`src/rtl/rx_frame_ctrl.sv`:
```
// rx_frame_ctrl: pulls bytes from the RX FIFO over APB, finds the
// 802.15.4 preamble/SFD/PHR and streams the PSDU out with sof/eof markers.
module rx_frame_ctrl #(
    parameter int         PRE_BYTES = 4,
    parameter logic [7:0] SFD       = 8'hA7,
    parameter int         MAX_PSDU  = 127,
    parameter int         TIMEOUT   = 1024
) (
    input  logic       clk,
    input  logic       reset_n,
    input  logic       enable,
    output logic       f_psel,
    output logic       f_penable,
    output logic       f_pwrite,
    input  logic       f_pready,
    input  logic       f_pslverr,
    input  logic [7:0] f_prdata,
    output logic [7:0] m_data,
    output logic       m_valid,
    input  logic       m_ready,
    output logic       m_sof,
    output logic       m_eof,
    output logic       frame_done,
    output logic       frame_err,
    output logic [1:0] err_code,
    output logic [6:0] frame_len,
    output logic       busy
);

    localparam int TW = $clog2(TIMEOUT + 1);
    localparam int PW = $clog2(PRE_BYTES + 1);

    typedef enum logic [1:0] {RD_IDLE, RD_SETUP, RD_ACCESS, RD_CAPT} rd_state_t;
    typedef enum logic [1:0] {HUNT_PRE, HUNT_SFD, PHR, PAYLOAD} ps_state_t;

    rd_state_t rd_state;
    ps_state_t ps_state;
    logic [TW-1:0] tmo_cnt;
    logic [PW-1:0] pre_cnt;
    logic [6:0]    remaining;

    logic launch;
    logic rd_empty;
    logic byte_stb;
    logic timeout_hit;
    logic eof_done;
    logic [6:0] phr_len;

    assign f_pwrite    = 1'b0;
    assign busy        = (ps_state != HUNT_PRE);
    assign launch      = enable && (!m_valid || m_ready);
    assign rd_empty    = (rd_state == RD_ACCESS) && f_pready && f_pslverr;
    assign byte_stb    = (rd_state == RD_CAPT) && enable;
    assign timeout_hit = busy && (tmo_cnt >= TW'(TIMEOUT));
    assign eof_done    = m_valid && m_ready && m_eof;
    assign phr_len     = f_prdata[6:0];

    // APB read sequencer; a started access always runs to f_pready
    always_ff @(posedge clk or negedge reset_n) begin
        if (!reset_n) begin
            rd_state  <= RD_IDLE;
            f_psel    <= 1'b0;
            f_penable <= 1'b0;
        end else begin
            case (rd_state)
                RD_IDLE: begin
                    if (launch) begin
                        rd_state <= RD_SETUP;
                        f_psel   <= 1'b1;
                    end
                end
                RD_SETUP: begin
                    rd_state  <= RD_ACCESS;
                    f_penable <= 1'b1;
                end
                RD_ACCESS: begin
                    if (f_pready) begin
                        f_psel    <= 1'b0;
                        f_penable <= 1'b0;
                        rd_state  <= f_pslverr ? RD_IDLE : RD_CAPT;
                    end
                end
                default: begin
                    if (launch && ps_state != PAYLOAD) begin
                        rd_state <= RD_SETUP;
                        f_psel   <= 1'b1;
                    end else begin
                        rd_state <= RD_IDLE;
                    end
                end
            endcase
        end
    end

    // Mid-frame starvation counter, cleared by every delivered byte
    always_ff @(posedge clk or negedge reset_n) begin
        if (!reset_n) begin
            tmo_cnt <= '0;
        end else if (byte_stb || !busy) begin
            tmo_cnt <= '0;
        end else if (rd_empty && tmo_cnt < TW'(TIMEOUT)) begin
            tmo_cnt <= tmo_cnt + 1'b1;
        end
    end

    // Frame parser with PSDU output stream and status pulses
    always_ff @(posedge clk or negedge reset_n) begin
        if (!reset_n) begin
            ps_state   <= HUNT_PRE;
            pre_cnt    <= '0;
            remaining  <= '0;
            m_data     <= '0;
            m_valid    <= 1'b0;
            m_sof      <= 1'b0;
            m_eof      <= 1'b0;
            frame_done <= 1'b0;
            frame_err  <= 1'b0;
            err_code   <= '0;
            frame_len  <= '0;
        end else begin
            frame_done <= 1'b0;
            frame_err  <= 1'b0;
            if (m_valid && m_ready) begin
                m_valid <= 1'b0;
                m_sof   <= 1'b0;
                m_eof   <= 1'b0;
                if (m_eof) begin
                    frame_done <= 1'b1;
                    ps_state   <= HUNT_PRE;
                end
            end
            if (!enable) begin
                if (busy && !eof_done) begin
                    frame_err <= 1'b1;
                    err_code  <= 2'b11;
                    m_valid   <= 1'b0;
                    m_sof     <= 1'b0;
                    m_eof     <= 1'b0;
                end
                ps_state <= HUNT_PRE;
                pre_cnt  <= '0;
            end else if (timeout_hit && !eof_done) begin
                frame_err <= 1'b1;
                err_code  <= 2'b10;
                m_valid   <= 1'b0;
                m_sof     <= 1'b0;
                m_eof     <= 1'b0;
                ps_state  <= HUNT_PRE;
                pre_cnt   <= '0;
            end else if (byte_stb) begin
                case (ps_state)
                    HUNT_PRE: begin
                        if (f_prdata == 8'h00) begin
                            if (pre_cnt >= PW'(PRE_BYTES - 1)) begin
                                ps_state <= HUNT_SFD;
                                pre_cnt  <= '0;
                            end else begin
                                pre_cnt <= pre_cnt + 1'b1;
                            end
                        end else begin
                            pre_cnt <= '0;
                        end
                    end
                    HUNT_SFD: begin
                        if (f_prdata == SFD) begin
                            ps_state <= PHR;
                        end else if (f_prdata != 8'h00) begin
                            ps_state <= HUNT_PRE;
                            pre_cnt  <= '0;
                        end
                    end
                    PHR: begin
                        if (phr_len == 7'd0 || 32'(phr_len) > MAX_PSDU) begin
                            frame_err <= 1'b1;
                            err_code  <= 2'b01;
                            ps_state  <= HUNT_PRE;
                        end else begin
                            frame_len <= phr_len;
                            remaining <= phr_len;
                            ps_state  <= PAYLOAD;
                        end
                    end
                    default: begin
                        m_data    <= f_prdata;
                        m_valid   <= 1'b1;
                        m_sof     <= (remaining == frame_len);
                        m_eof     <= (remaining == 7'd1);
                        remaining <= remaining - 7'd1;
                    end
                endcase
            end
        end
    end

endmodule

```
`config.mk`:
```
export PLATFORM = sky130hd
export DESIGN_NAME = rx_frame_ctrl
export DESIGN_NICKNAME = d
export VERILOG_FILES = /design/src/rtl/rx_frame_ctrl.sv
export SDC_FILE = /design/constraint.sdc
export NUM_CORES = 1
export LEC_CHECK = 0
export ABC_AREA = 1
export ABC_CLOCK_PERIOD_IN_PS = 1650
export BUFFER_PORTS_ARGS = -buffer_cell sky130_fd_sc_hd__buf_2
export CAP_MARGIN = 20
export CORE_MARGIN = 8
export CORE_UTILIZATION = 45
export CTS_BUF_LIST = sky130_fd_sc_hd__clkbuf_2 sky130_fd_sc_hd__clkbuf_4 sky130_fd_sc_hd__clkbuf_8
export DETAILED_ROUTE_END_ITERATION = 8
export PLACE_DENSITY = 0.67
export SETUP_SLACK_MARGIN = 0.4
export SYNTH_ARGS = -nofsm -noshare
export SYNTH_HDL_FRONTEND = slang
export SYNTH_SLANG_ARGS = --single-unit
```
`constraint.sdc`:
```
create_clock -name clk -period 1.65 [get_ports clk]
set_input_delay 0.0825 -clock clk [delete_from_list [all_inputs] [get_ports clk]]
set_output_delay 0.0825 -clock clk [all_outputs]
set_load 0.02 [all_outputs]
```
==> impl_metrics.json, run 1 <==
{
  "status": "completed",
  "synthAdderAreaFrac_pct": 2.166,
  "layout_commonest_cell": "nand2_1",
  "syn_area_per_cell_um2": 7.238,
  "drtPass1Iterations": 4,
  "grt_usage_pct": 16.74,
  "die_area_mm2": 0.009236,
  "ios": 40,
  "cp_data_required_time_ps": 1850,
  "fin_nets": 489,
  "hpwl_um": 5264,
  "cp_top_family": "simple AND/OR/NAND/NOR gates",
  "total_power_mw": 4.793,
  "timing.max_cap.violations": 0,
  "place_congestion": 0.8784,
  "fin_skew_ps": 6.253,
  "synth-seq-cells": 49,
  "first_global_vias": 2716,
  "tns_ps": 0,
  "hold_class": "primary input to flip-flop",
  "syn_inst": 399,
  "ys_seq_area_share_pct": 42.46,
  "antenna_found_initial": 0,
  "root_buffer": "clkbuf_8",
  "placed_area_mm2": 0.003203,
  "cts.path.max_buffers": 2,
  "fin_crit_sh_pct": 81.76,
  "power_density_mw_per_mm2": 1249,
  "critPathBufInv": 0,
  "cp_common_cell": "nand2_1",
  "syn_area_mm2": 0.002888,
  "synth_compound_area_share_pct": 10.40,
  "peakVddDrop_mv": 0.9952,
  "slowest_delay_ps": 370,
  "cts_buffers": 5,
  "grt_overflow_total": 0,
  "grt_pass1_wl_um": 12280,
  "worstMarginPinSlew_ps": 512.2,
  "layout-drive-gt1-share_pct": 33.12,
  "synth_top_family_by_area": "simple AND/OR/NAND/NOR gates",
  "detail_route.vias_per_cell": 5.204,
  "crit_type": "flip-flop to flip-flop",
  "cts_sinks": 49,
  "via_count": 2852,
  "crit_arrival_ps": 1550,
  "path_max_fanout": 5,
  "port_buffers": 38,
  "drc": 0,
  "hold_ws_ps": 90.03,
  "dieWidth_um": 96.11,
  "crit_path_end_kind": "flip-flop",
  "n_fill_cell": 535,
  "synthSimpleGateAreaFrac_pct": 35.49,
  "synth-xor-area-share_pct": 0.6066,
  "ys_types": 32,
  "core_mm2": 0.006277,
  "postRouteAntennaNets": 0,
  "cp-start-kind": "flip-flop",
  "grt_max_degree": 30,
  "synth_warnings": 0,
  "fmax_ghz": 0.7412,
  "cts_tree": "done",
  "routedWlPerCell_um": 14.15,
  "hold_viol": 0,
  "start_util_pct": 46.00,
  "synth_fp_nets": 418,
  "die_h_um": 96.11,
  "worst_slew_margin_rel_pct": 65.86,
  "postLayoutCellArea_mm2": 0.003836,
  "finalSetupViolations": 0,
  "clk_latency_ps": 300,
  "area_delta_synth_final_pct": 32.84,
  "final_util_pct": 61.11,
  "diodes": 0,
  "final-max-slew-violation-count": 0,
  "rsz0062_at_grt": "true",
  "wl_um": 7753,
  "cp_cell_sequence": "nand2_2 -> nor2_4 -> nand2_1 -> nand3b_2 -> nand2_1 -> nand2_1",
  "muxShareOfSynthArea_pct": 0,
  "leakage_nw": 1.926,
  "mostFrequentLayoutCells": "nand2_1 (118), inv_1 (44), dfrtp_1 (42)",
  "cts.clk_slew.worst_paths_ps": 90,
  "htreeDepth": 2,
  "crit_slowest_cell": "dfrtp_1",
  "drt_iter0_markers": 99,
  "min_period_ps": 1349,
  "core.rowCount": 29
}
==> where the power goes <==
part,switching (mW),internal (mW)
logic,1.28,0.845
registers,0.299,1.45
clock network,0.403,0.511
==> path summary, 6_finish.rpt <==
kind                           endpoint  depth (start not counted)   startpoint  slack (ps)
setup reg to reg           remaining[0]                          6  rd_state[0]         300
min in group asynchronous  remaining[3]                          2      reset_n         280
hold / removal                   f_psel                          4     f_pready          90
hold reg to reg               f_penable                          2    f_penable         490
max in group asynchronous   ps_state[0]                          3      reset_n         820
setup / recovery           remaining[0]                          6  rd_state[0]         300
==> through the flow <==
step           setup slack [ps]  cells
2_1_floorplan             370.1    399
3_3_place_gp              232.8    512
3_5_place_dp              160.7    512
4_1_cts                   338.1    532
5_1_grt                   222.4    548
6_report                  300.9    548
==> cells by family (layout without fill, tap and decap cells) <==
| group | after synthesis | count (layout) |
|---|---|---|
| AND/OR/NAND/NOR | 232 | 235 |
| buffers and inverters | 60 | 129 |
| AO/OA/AOI/OAI | 50 | 50 |
| flip-flops | 49 | 49 |
| adder cells (fa/ha/maj) | 5 | 5 |
| XOR/XNOR | 2 | 2 |
| other | 1 | 1 |
==> cell type report <==
| class | instances | area [um2] | area share, % |
|---|---|---|---|
| Tap cell | 77 | 96.34 | 2.511 |
| Inverter | 55 | 221.5 | 5.773 |
| Multi-Input combinational cell | 293 | 1687 | 43.97 |
| Timing Repair Buffer | 66 | 476.7 | 12.43 |
| Clock buffer | 7 | 90.09 | 2.348 |
| Sequential cell | 49 | 1235 | 32.19 |
| Clock inverter | 1 | 30.03 | 0.7828 |
==> worst min-delay path, delay by kind of cell <==
family / cells / cell delay (ps)
AO/OA/AOI/OAI: 1 / 30
buffers and inverters: 2 / 160
AND/OR/NAND/NOR: 1 / 80
==> registers in the layout (all words and copies together) (netlist names), 2 cells and up <==
signal and count:
frame_len 7, rd_state 2, err_code 2, tmo_cnt 11, pre_cnt 3, m_data 8, ps_state 2, remaining 7
==> cell usage after synthesis, drive strengths merged <==
master | instances | share of area [%]
buf | 5 | 1.6
nand3 | 31 | 5.7
inv | 55 | 7.1
xnor2 | 1 | 0.30
o21ai | 29 | 5.9
o21bai | 2 | 0.52
nand3b | 1 | 0.69
ha | 5 | 2.2
o22ai | 1 | 0.22
nand2 | 138 | 18
nand4 | 11 | 2.4
dfrtp | 49 | 42
conb | 1 | 0.13
nor2 | 43 | 6.7
o211ai | 1 | 0.26
a21oi | 16 | 3.2
xor2 | 1 | 0.30
or2 | 1 | 0.22
nor3 | 7 | 1.4
o2111ai | 1 | 0.30
==> per-layer routing <==
layer | vias up | routed length [um] | track usage (%)
met5 | - | 0 | 0
met4 | 0 | 118 | 4.994
met3 | 14 | 385 | 3.276
met2 | 60 | 3786 | 28.38
met1 | 1356 | 3463 | 20.98
li1 | 1422 | - | -
==> what timing repair did <==
item | in CTS | in global routing
gates cloned | 2 | 1
resized for setup | 34 | 47
hold buffers | 2 | 0
hold endpoints to repair | 21 | 0
pin swaps | 11 | 11
buffers inserted | 8 | 15
setup endpoints to repair | 41 | 43
No activity file was read; power rests on OpenSTA's default activity.
==> inputs of run 2 (changes only) <==
--- a/config.mk
+++ b/config.mk
@@ -6,7 +6,7 @@
 export NUM_CORES = 1
 export LEC_CHECK = 0
 export ABC_AREA = 1
-export ABC_CLOCK_PERIOD_IN_PS = 1650
+export ABC_CLOCK_PERIOD_IN_PS = 1350
 export BUFFER_PORTS_ARGS = -buffer_cell sky130_fd_sc_hd__buf_2
 export CAP_MARGIN = 20
 export CORE_MARGIN = 8
==> constraint.sdc (replaced) <==
create_clock -name clk -period 1.35 [get_ports clk]
set_input_delay 0.0675 -clock clk [delete_from_list [all_inputs] [get_ports clk]]
set_output_delay 0.0675 -clock clk [all_outputs]
set_load 0.02 [all_outputs]
==> run 2 against run 1 <==
  * The flow now finishes with violations (setup timing)
  * Worst hold slack worse by 5.7 ps
  * Clock power is 23% higher
  * Power is 39% higher
  * Cell area is 14% higher
  * Largest power group unchanged
  * Highest routed layer unchanged
==> impl_metrics.json, run 2 (synthesis gave the netlist of run 1 again) <==
{
  "grt_max_degree": 50,
  "via_count": 3010,
  "largest_reg_flops": 11,
  "hold_class": "primary input to flip-flop",
  "grt_pass1_wl_um": 13440,
  "first_global_vias": 2836,
  "violations": "setup timing",
  "layout_commonest_cell": "nand2_1",
  "total_power_mw": 6.686,
  "status": "complete, but fails checks",
  "grt_overflow_total": 0,
  "place_congestion": 0.8455,
  "peakVddDrop_mv": 1.269,
  "largest_register": "tmo_cnt",
  "critPathBufInv": 0,
  "cts_buffers": 5,
  "fin_skew_ps": 11.06,
  "finalSetupViolations": 10,
  "r2r-start": "rd_state[1]",
  "cts.clk_slew.worst_paths_ps": 100,
  "drt_iter0_markers": 187,
  "drc": 0,
  "slowest_delay_ps": 410,
  "dieWidth_um": 96.11,
  "reg_top3": "tmo_cnt x11, m_data x8",
  "routedWlPerCell_um": 15.43,
  "cp-start-kind": "flip-flop",
  "postRouteAntennaNets": 0,
  "setup_slack_ps": -35.71,
  "drtPass1Iterations": 4,
  "cts.path.max_buffers": 2,
  "mostFrequentLayoutCells": "nand2_1 (98), dfrtp_1 (42), inv_1 (41)",
  "hp-start": "m_ready",
  "fmax_ghz": 0.7217,
  "leakage_nw": 2.147,
  "fin_nets": 512,
  "final_util_pct": 69.56,
  "fin_crit_sh_pct": 102.6,
  "crit_type": "flip-flop to flip-flop",
  "antenna_found_initial": 0,
  "core.rowCount": 29,
  "hold_ws_ps": 84.29,
  "port_buffers": 38,
  "hpwl_um": 5452,
  "wl_um": 8813,
  "crit_slowest_cell": "dfrtp_1",
  "cp_data_required_time_ps": 1540,
  "path_max_fanout": 5,
  "htreeDepth": 2,
  "clk_latency_ps": 310,
  "core_mm2": 0.006277,
  "final-max-slew-violation-count": 0,
  "crit_path_end_kind": "flip-flop",
  "crit_start": "rd_state[1]",
  "layout-drive-gt1-share_pct": 44.53,
  "die_area_mm2": 0.009236,
  "cts_sinks": 49,
  "timing.max_cap.violations": 0,
  "cts_tree": "done",
  "hold_viol": 0,
  "crit_arrival_ps": 1580,
  "die_h_um": 96.11,
  "power_density_mw_per_mm2": 1531,
  "diodes": 0,
  "ios": 40,
  "min_period_ps": 1386,
  "detail_route.vias_per_cell": 5.271,
  "start_util_pct": 46.00,
  "root_buffer": "clkbuf_8",
  "area_delta_synth_final_pct": 51.21,
  "rsz0062_at_grt": "true",
  "cp_cell_sequence": "nand2_2 -> nor2_4 -> nand2_4 -> nand3b_4 -> nand2_1 -> o21ai_1",
  "grt_usage_pct": 18.41,
  "cp_top_family": "simple AND/OR/NAND/NOR gates"
}
## run 2: final cells by class
type,instances,area (um2)
multi-input combinational,293,1923
fill,461,1911
sequential,49,1235
timing repair buffer,88,734.5
inverter,55,246.5
tap,77,96.34
clock buffer,6,82.58
clock inverter,2,37.54
timing repair inverter,1,11.26
## run 2: worst min-delay path: cells and delay by family
| family | cells | cell delay, ps |
|---|---|---|
| buffers and inverters | 2 | 180 |
| and+or+nand+nor | 1 | 70 |
| AOI/OAI and AO/OA | 1 | 50 |
## run 2: repair_timing
item                                    CTS  global route
pin swaps                                21            31
gates cloned                              3             1
endpoints found under the hold margin    50             0
hold buffers                              2             0
setup buffers                            21            15
resized for setup                        56           103
endpoints found under the setup margin   58            68
## run 2: where the power goes
part / switching (mW) / internal [mW] / total (mW)
sequential: 0.393 / 1.78 / 2.17
clock: 0.514 / 0.603 / 1.12
combinational: 1.87 / 1.53 / 3.40
## run 2: through the flow
| stage | cells | setup WS (ps) | TNS [ps] | cell area [um2] |
|---|---|---|---|---|
| global route | 571 | -110.7 | -2288 | 4367 |
| detailed placement | 521 | 12.76 | 0 | 3362 |
| CTS | 555 | 23.56 | 0 | 3880 |
| floorplan | 399 | 88.64 | 0 | 2994 |
| finish | 571 | -35.71 | -189.5 | 4367 |
| global placement | 521 | 14.03 | 0 | 3362 |
## run 2: path summary, 6_finish.rpt
path	to	slack, ps	cells after the start
setup / recovery	remaining[1]	-40	6
hold / removal	m_valid	80	4
setup reg to reg	remaining[1]	-40	6
hold reg to reg	f_penable	500	2
max in group asynchronous	ps_state[1]	820	3
min in group asynchronous	frame_len[2]	260	3
## run 2: layer usage
| metal | part of all wire [%] | GRT usage (%) | up-vias | routed length (um) |
|---|---|---|---|---|
| met1 | 43 | 24.64 | 1421 | 3756 |
| met2 | 48 | 29.57 | 95 | 4265 |
| met4 | 2.5 | 5.378 | 0 | 223 |
| met5 | 0 | 0 | - | 0 |
| met3 | 6.4 | 3.354 | 24 | 567 |
| li1 | - | - | 1470 | - |
